`config.mk`:
```
export PLATFORM = sky130hd
export DESIGN_NAME = wb_arbiter
export DESIGN_NICKNAME = d
export VERILOG_FILES = /design/src/rtl/nand_cpu_pkg.sv /design/src/rtl/wb_grant.sv /design/src/rtl/wb_arbiter.sv
export SDC_FILE = /design/constraint.sdc
export NUM_CORES = 1
export LEC_CHECK = 0
export ABC_CLOCK_PERIOD_IN_PS = 3800
export CAP_MARGIN = 20
export CORE_MARGIN = 8
export CORE_UTILIZATION = 24
export DETAILED_ROUTE_END_ITERATION = 10
export HOLD_SLACK_MARGIN = 0.06
export SLEW_MARGIN = 25
export SYNTH_ARGS = -nofsm -noshare
export SYNTH_HDL_FRONTEND = slang
export SYNTH_SLANG_ARGS = --single-unit
```
`constraint.sdc`:
```
create_clock -name clk -period 3.8 [get_ports clk]
set_input_delay 1.14 -clock clk [delete_from_list [all_inputs] [get_ports clk]]
set_output_delay 1.14 -clock clk [all_outputs]
set_load 0.01 [all_outputs]
```
`src/rtl/nand_cpu_pkg.sv`:
```
// Shared writeback types for the nand_cpu datapath: register-file widths,
// the writeback request record and the arbiter grant encoding.
package nand_cpu_pkg;

    localparam int REG_ADDR_W = 4;
    localparam int DATA_W     = 16;
    localparam int WAIT_W     = 4;

    typedef struct packed {
        logic                  use_rw;
        logic [REG_ADDR_W-1:0] rw_addr;
        logic [DATA_W-1:0]     data;
        logic                  write_ps;
        logic                  ps;
    } wb_req_t;

    typedef enum logic [1:0] {
        GNT_NONE = 2'd0,
        GNT_ALU  = 2'd1,
        GNT_MEM  = 2'd2
    } grant_e;

    // Load returns always target a GPR and never touch the predicate.
    function automatic wb_req_t mem_to_req(input logic [REG_ADDR_W-1:0] addr,
                                           input logic [DATA_W-1:0]     data);
        wb_req_t r;
        r.use_rw   = 1'b1;
        r.rw_addr  = addr;
        r.data     = data;
        r.write_ps = 1'b0;
        r.ps       = 1'b0;
        return r;
    endfunction

endpackage

```
`src/rtl/wb_grant.sv`:
```
// Combinational writeback grant: ALU wins ties until the load-return path
// has been denied WAIT_LIMIT consecutive cycles, then mem wins.
module wb_grant
    import nand_cpu_pkg::*;
#(
    parameter int WAIT_LIMIT = 3
) (
    input  logic              alu_valid,
    input  logic              mem_valid,
    input  logic [WAIT_W-1:0] wait_cnt,
    output grant_e            grant
);

    localparam logic [WAIT_W-1:0] LIMIT = WAIT_W'(WAIT_LIMIT);

    always_comb begin
        // NOTE: default assigned first so every path drives grant; no latch.
        grant = GNT_NONE;
        if (alu_valid && mem_valid) begin
            grant = (wait_cnt >= LIMIT) ? GNT_MEM : GNT_ALU;
        end else if (alu_valid) begin
            grant = GNT_ALU;
        end else if (mem_valid) begin
            grant = GNT_MEM;
        end
    end

endmodule

```
`src/rtl/wb_arbiter.sv`:
```
// Two-requester register-file writeback arbiter (ALU vs. load return) with a
// starvation counter for mem and a single registered writeback port.
module wb_arbiter
    import nand_cpu_pkg::*;
#(
    parameter int WAIT_LIMIT = 3
) (
    input  logic                  clk,
    input  logic                  rst,

    input  logic                  alu_valid,
    output logic                  alu_ready,
    input  logic                  alu_use_rw,
    input  logic [REG_ADDR_W-1:0] alu_rw_addr,
    input  logic [DATA_W-1:0]     alu_data,
    input  logic                  alu_write_ps,
    input  logic                  alu_ps,

    input  logic                  mem_valid,
    output logic                  mem_ready,
    input  logic [REG_ADDR_W-1:0] mem_rw_addr,
    input  logic [DATA_W-1:0]     mem_data,

    output logic                  wb_valid,
    output logic                  wb_use_rw,
    output logic [REG_ADDR_W-1:0] wb_rw_addr,
    output logic [DATA_W-1:0]     wb_data,
    output logic                  wb_write_ps,
    output logic                  wb_ps,

    output logic [WAIT_W-1:0]     wait_cnt_o,
    output logic                  idle
);

    localparam logic [WAIT_W-1:0] LIMIT = WAIT_W'(WAIT_LIMIT);

    logic [WAIT_W-1:0] wait_cnt;
    grant_e            grant;
    wb_req_t           alu_req;
    wb_req_t           mem_req;
    wb_req_t           wb_q;

    wb_grant #(
        .WAIT_LIMIT (WAIT_LIMIT)
    ) u_grant (
        .alu_valid (alu_valid),
        .mem_valid (mem_valid),
        .wait_cnt  (wait_cnt),
        .grant     (grant)
    );

    // Nothing is accepted while reset is held.
    assign alu_ready = !rst && (grant == GNT_ALU);
    assign mem_ready = !rst && (grant == GNT_MEM);

    assign alu_req = '{
        use_rw:   alu_use_rw,
        rw_addr:  alu_rw_addr,
        data:     alu_data,
        write_ps: alu_write_ps,
        ps:       alu_ps
    };
    assign mem_req = mem_to_req(mem_rw_addr, mem_data);

    // Counts consecutive denied mem cycles; any gap in mem_valid restarts it.
    always_ff @(posedge clk) begin
        // NOTE: sequential state uses non-blocking assignments only.
        if (rst) begin
            wait_cnt <= '0;
        end else if (!mem_valid || mem_ready) begin
            wait_cnt <= '0;
        end else if (wait_cnt < LIMIT) begin
            wait_cnt <= wait_cnt + 1'b1;
        end
    end

    // Address and data hold when idle; only the write enables drop.
    always_ff @(posedge clk) begin
        if (rst) begin
            wb_valid <= 1'b0;
            wb_q     <= '0;
        end else if (alu_ready || mem_ready) begin
            wb_valid <= 1'b1;
            wb_q     <= mem_ready ? mem_req : alu_req;
        end else begin
            wb_valid       <= 1'b0;
            wb_q.use_rw    <= 1'b0;
            wb_q.write_ps  <= 1'b0;
        end
    end

    assign wb_use_rw   = wb_q.use_rw;
    assign wb_rw_addr  = wb_q.rw_addr;
    assign wb_data     = wb_q.data;
    assign wb_write_ps = wb_q.write_ps;
    assign wb_ps       = wb_q.ps;

    assign wait_cnt_o = wait_cnt;
    assign idle       = !wb_valid && !alu_valid && !mem_valid;

endmodule

```
; ---- Yosys cells after proc, flatten, opt, wreduce, memory -nomap -nowiden
; Cells that the tools add are included.
[classes]
n_addsub = 1
magnitude_cmp = 2
n_eq_ne = 2
mux = 6
n_bitwise = 1
n_reduce_logical = 14
[ops]
columns = cell, count
row1 = 23-bit 2-to-1 mux, 1
row2 = 2-bit 2-to-1 mux, 4
row3 = 1-bit logical AND, 5
row4 = 4-bit by 1-bit adder with 4-bit output (second input constant), 1
row5 = 4-bit by 2-bit >= comparator with 1-bit output (second input constant), 1
row6 = 1-bit zero test, 4
row7 = 4-bit by 2-bit less-than comparator with 1-bit output (second input constant), 1
row8 = 2-bit OR reduction, 2
row9 = 3-bit OR reduction, 1
row10 = 2-bit by 1-bit == test with 1-bit output (second input constant), 1
row11 = 2-bit == test (second input constant), 1
row12 = 1-bit logical OR, 2
row13 = 1-bit 2-to-1 mux, 1
row14 = 1-bit inverter, 1
[word_totals]
ff_bits = 28
in_bits = 47
out_inout_bits = 31

; ---- Depth between registers and ports, before layout
[depth]
depth_word = 8
depth_mapped = 5
ltp_nobuf = 4

; ---- Hierarchy
; Synthesis repeated with hierarchy kept, for this count alone.
[hier_totals]
hier_cells = 125
area_unflattened_um2 = 1346.3
[modules_own_cells]
columns = module, n_inst, cells_each, area_per_inst_um2, seq_area_each_um2
row1 = wb_arbiter, 1, 121, 1321.3, 560.5
row2 = wb_grant, 1, 4, 25.0, 0.0

; ---- Worst setup path after synthesis
; No wires, ideal clock.
[synth_timing]
path_type = input-to-output
start = input alu_valid
end = output mem_ready
arrival_time_ps = 1966
t_required_ps = 2660
setup_slack_ps = 694
stages = 4
cell_sequence = or4b_4 -> nand2_1 -> buf_2 -> inv_1
[synth_between]
elab_chain_len = 4
[synth_lines]
columns = item, line_no
row1 = start: declaration, wb_arbiter.sv:11  ; input logic alu_valid,
row2 = 2-bit 2-to-1 mux or 1-bit logical AND (tied branches), "wb_grant.sv:21, wb_grant.sv:19"
row3 = 2-bit 2-to-1 mux (*), wb_grant.sv:19  ; if (alu_valid && mem_valid) begin
row4 = 2-bit == test (*), wb_arbiter.sv:54  ; assign mem_ready = !rst && (grant == GNT_MEM);
row5 = 1-bit logical AND (*), wb_arbiter.sv:54
row6 = end: declaration, wb_arbiter.sv:20  ; output logic mem_ready,
; Every way passes the cells marked *; elsewhere a longest branch is shown, timed or not.

; ---- Worst setup path after layout
[layout_timing]
start = input alu_valid
end = output alu_ready
[layout_between]
elab_chain_len = 4
[layout_lines]
columns = item, line_no
row1 = 2-bit 2-to-1 mux or 1-bit logical AND (tied branches), "wb_grant.sv:21, wb_grant.sv:19"
row2 = 2-bit 2-to-1 mux (*), wb_grant.sv:19
row3 = 2-bit by 1-bit == test with 1-bit output (*), wb_arbiter.sv:53  ; assign alu_ready = !rst && (grant == GNT_ALU);
row4 = 1-bit logical AND (*), wb_arbiter.sv:53
row5 = end: declaration, wb_arbiter.sv:12  ; output logic alu_ready,
; Marked as above.

==> flow_summary.toml <==
[cts]
cts.path.max_buffers = 2
clkSlewWorstSetupHoldPaths_ps = 90
clk_latency_ps = 270
ctsHtreeMaxLevel = 1
numCtsBuffers = 3
cts_hold_buf = 0
cts_tree = "yes"
root_buffer = "clkbuf_8"
clock-sinks = 28

[floorplan]
die-area_um2 = 7730
die_h_um = 87.9
core_area_um2 = 5040
num_rows = 26
start_util = 0.246
fp.dieW_um = 87.9
ios = 78

[cells_and_area]
postLayoutCoreUtil = 0.427
fill_cells = 530
diodes = 0
multi_input_area_um2 = 612
layout-drive-gt1-share = 0.0804
synthToLayoutAreaGrowth_pct = 73.6
final-seq-area_um2 = 561
layout.nets = 249

[routing]
wirelength_um = 4150
wl_per_cell_um = 15.4
via_per_inst = 4.54
first_pass_iters = 4
drt_iter0_markers = 16
vias = 1222
drtAntennaViolNets = 0
drc = 0

[synth]
synth-seq-area-share = 0.452
synth-simple-area-share = 0.275
synth_edf_count = 0
yosys.area_share.xor_xnor = 0
synth_commonest_cells = "dfxtp_1 (28), a311o_1 (20), and3_1 (20), nor3b_1 (20), clkbuf_1 (9)"
synth_flop_cell = "dfxtp_1"
synth_top_family_by_area = "simple AND/OR/NAND/NOR gates"
netlist-cell-type-count = 22
synth.most_common_cell = "dfxtp_1"
synth-seq-cells = 28
synth_area_leader_cell = "dfxtp_1"
synthArstFlopShare = 0
synth_compound_area_frac = 0.189
syn_avg_cell_area_um2 = 10.1
synthCells = 123
yosysTopAreaCellShare = 0.452
synth_area_um2 = 1240
synth.area.mux_share = 0.00907
synthTopCellsByArea = "dfxtp_1 (45%), a311o_1 (16%), nor3b_1 (12%)"
yosys.area_share.adder = 0.0101
synth_warnings = 0

[worst_setup_path]
critPathMaxFanout = 6
r2r_end = "wb_data[6]$_SDFFE_PP0P_"
reg2reg_slack_ps = 1990
required_ps = 2660
cp-end-kind = "primary output"
critPathTopFamily = "buffers and inverters"
r2r_cells = 5
worst_setup_path_start_kind = "primary input"
arrival_ps = 2600
cp_common_cell = "clkdlybuf4s50_1"
crit_chain = "clkdlybuf4s50_1, buf_4, nor2b_2, o21a_1, clkdlybuf4s50_1"
reg2reg_from = "wait_cnt_o[0]$_SDFFE_PP0N_"
crit_type = "primary input to primary output"
slowest_delay_ps = 540
critPathSlowestCell = "clkdlybuf4s50_1"
path_buf_inv = 3

[worst_hold_path]
hold_depth = 1
hp-start = "wait_cnt_o[0]$_SDFFE_PP0N_"
holdCritPathClass = "register to register"
whs_endpoint = "wait_cnt_o[0]$_SDFFE_PP0N_"

[place]
dpl.hpwl_um = 3040
portBuffers = 77
place_congestion = 0.700

[sta]
timing.final.crit_share = 0.983
finalSetupViolCount = 0
max_freq_ghz = 0.268
rsz0062_at_grt = "no"
final_hold_viol_count = 0
slew_viol_final = 0
fin_worst_skew_ps = 5.29
period_minus_slack_ps = 3740
tns_ps = 0

[grt]
grt_max_degree = 22
grtUsageTotal = 0.108
grt_pass1_wl_um = 6560
first_global_vias = 1278
antenna_found_initial = 0
grt-ovfl-total = 0

[run]
cap_viol_max_count = 0

[power]
p_leak_nw = 0.857
power_density_nw_per_um2 = 321
vdd_ir_drop_max_v = 0.000129

[run_status]
status = "finished clean"
==> state kept, by name, summed over array words and instances, names as in the netlist <==
signal / flops
wb_data: 16
wait_cnt_o: 4
wb_rw_addr: 4
wb_ps: 1
wb_use_rw: 1
wb_valid: 1
wb_write_ps: 1
==> cell families after synthesis <==
group,after synthesis
flip-flops,28
AO/OA/AOI/OAI,24
adder cells (fa/ha/maj),1
other,1
AND/OR/NAND/NOR,52
multiplexers,1
buffers and inverters,16
==> routing by layer <==
layer,part of all wire,vias to the layer above,global-route usage
met2,0.45,46,0.179
met3,0.10,2,0.0413
met4,0.0041,0,0.0281
met1,0.44,556,0.127
met5,0,-,0
li1,-,618,-
==> cells in the final DEF (no fill, tap or decap), types with 2 or more instances in the layout <==
cell and count:
clkdlybuf4s50_1 76, buf_4 7, nor3b_1 20, conb_1 2
a311o_1 20, nor2_1 4, and3_1 20, dfxtp_1 28
inv_1 3, nor3_1 2, clkbuf_8 3
==> final cells by class <==
class,instances,share of cell area
Sequential cell,28,0.260
Multi-Input combinational cell,80,0.284
Timing Repair Buffer,85,0.391
Inverter,3,0.00523
Tap cell,70,0.0407
Clock buffer,3,0.0192
==> worst max path at each step <==
stage	depth (start not counted)	start	slack [ps]	end
after floorplan	4	alu_valid	690	mem_ready
after global placement	5	alu_valid	-80	mem_ready
after detailed placement	5	alu_valid	-90	mem_ready
after CTS	5	alu_valid	20	alu_ready
after global routing	5	alu_valid	10	alu_ready
final	5	alu_valid	60	alu_ready
==> power breakdown <==
group	total (W)	leakage (nW)	internal [W]	switching, W
Sequential	0.000333	0.234	0.000322	0.0000115
Combinational	0.000202	0.602	0.000131	0.0000708
Clock	0.000157	0.0216	0.0000710	0.0000859
==> through the flow <==
stage	total power, W	hold slack (ps)	setup WS [ps]	area [um^2]	instances
floorplan	0.000418	458	694	1240	124
global placement	0.000544	428	-78.8	2110	266
detailed placement	0.000545	443	-86.3	2110	266
CTS	0.000707	463	17.7	2150	269
global route	0.000737	500	10.6	2150	269
finish	0.000692	458	64.6	2150	269
==> repair_timing <==
item / 4_1_cts / 5_1_grt
cloned: 0 / 0
setup endpoints to repair: 1 / 1
setup buffers: 0 / 0
gates resized for setup: 2 / 1
Power figures use the tool's default switching activity.
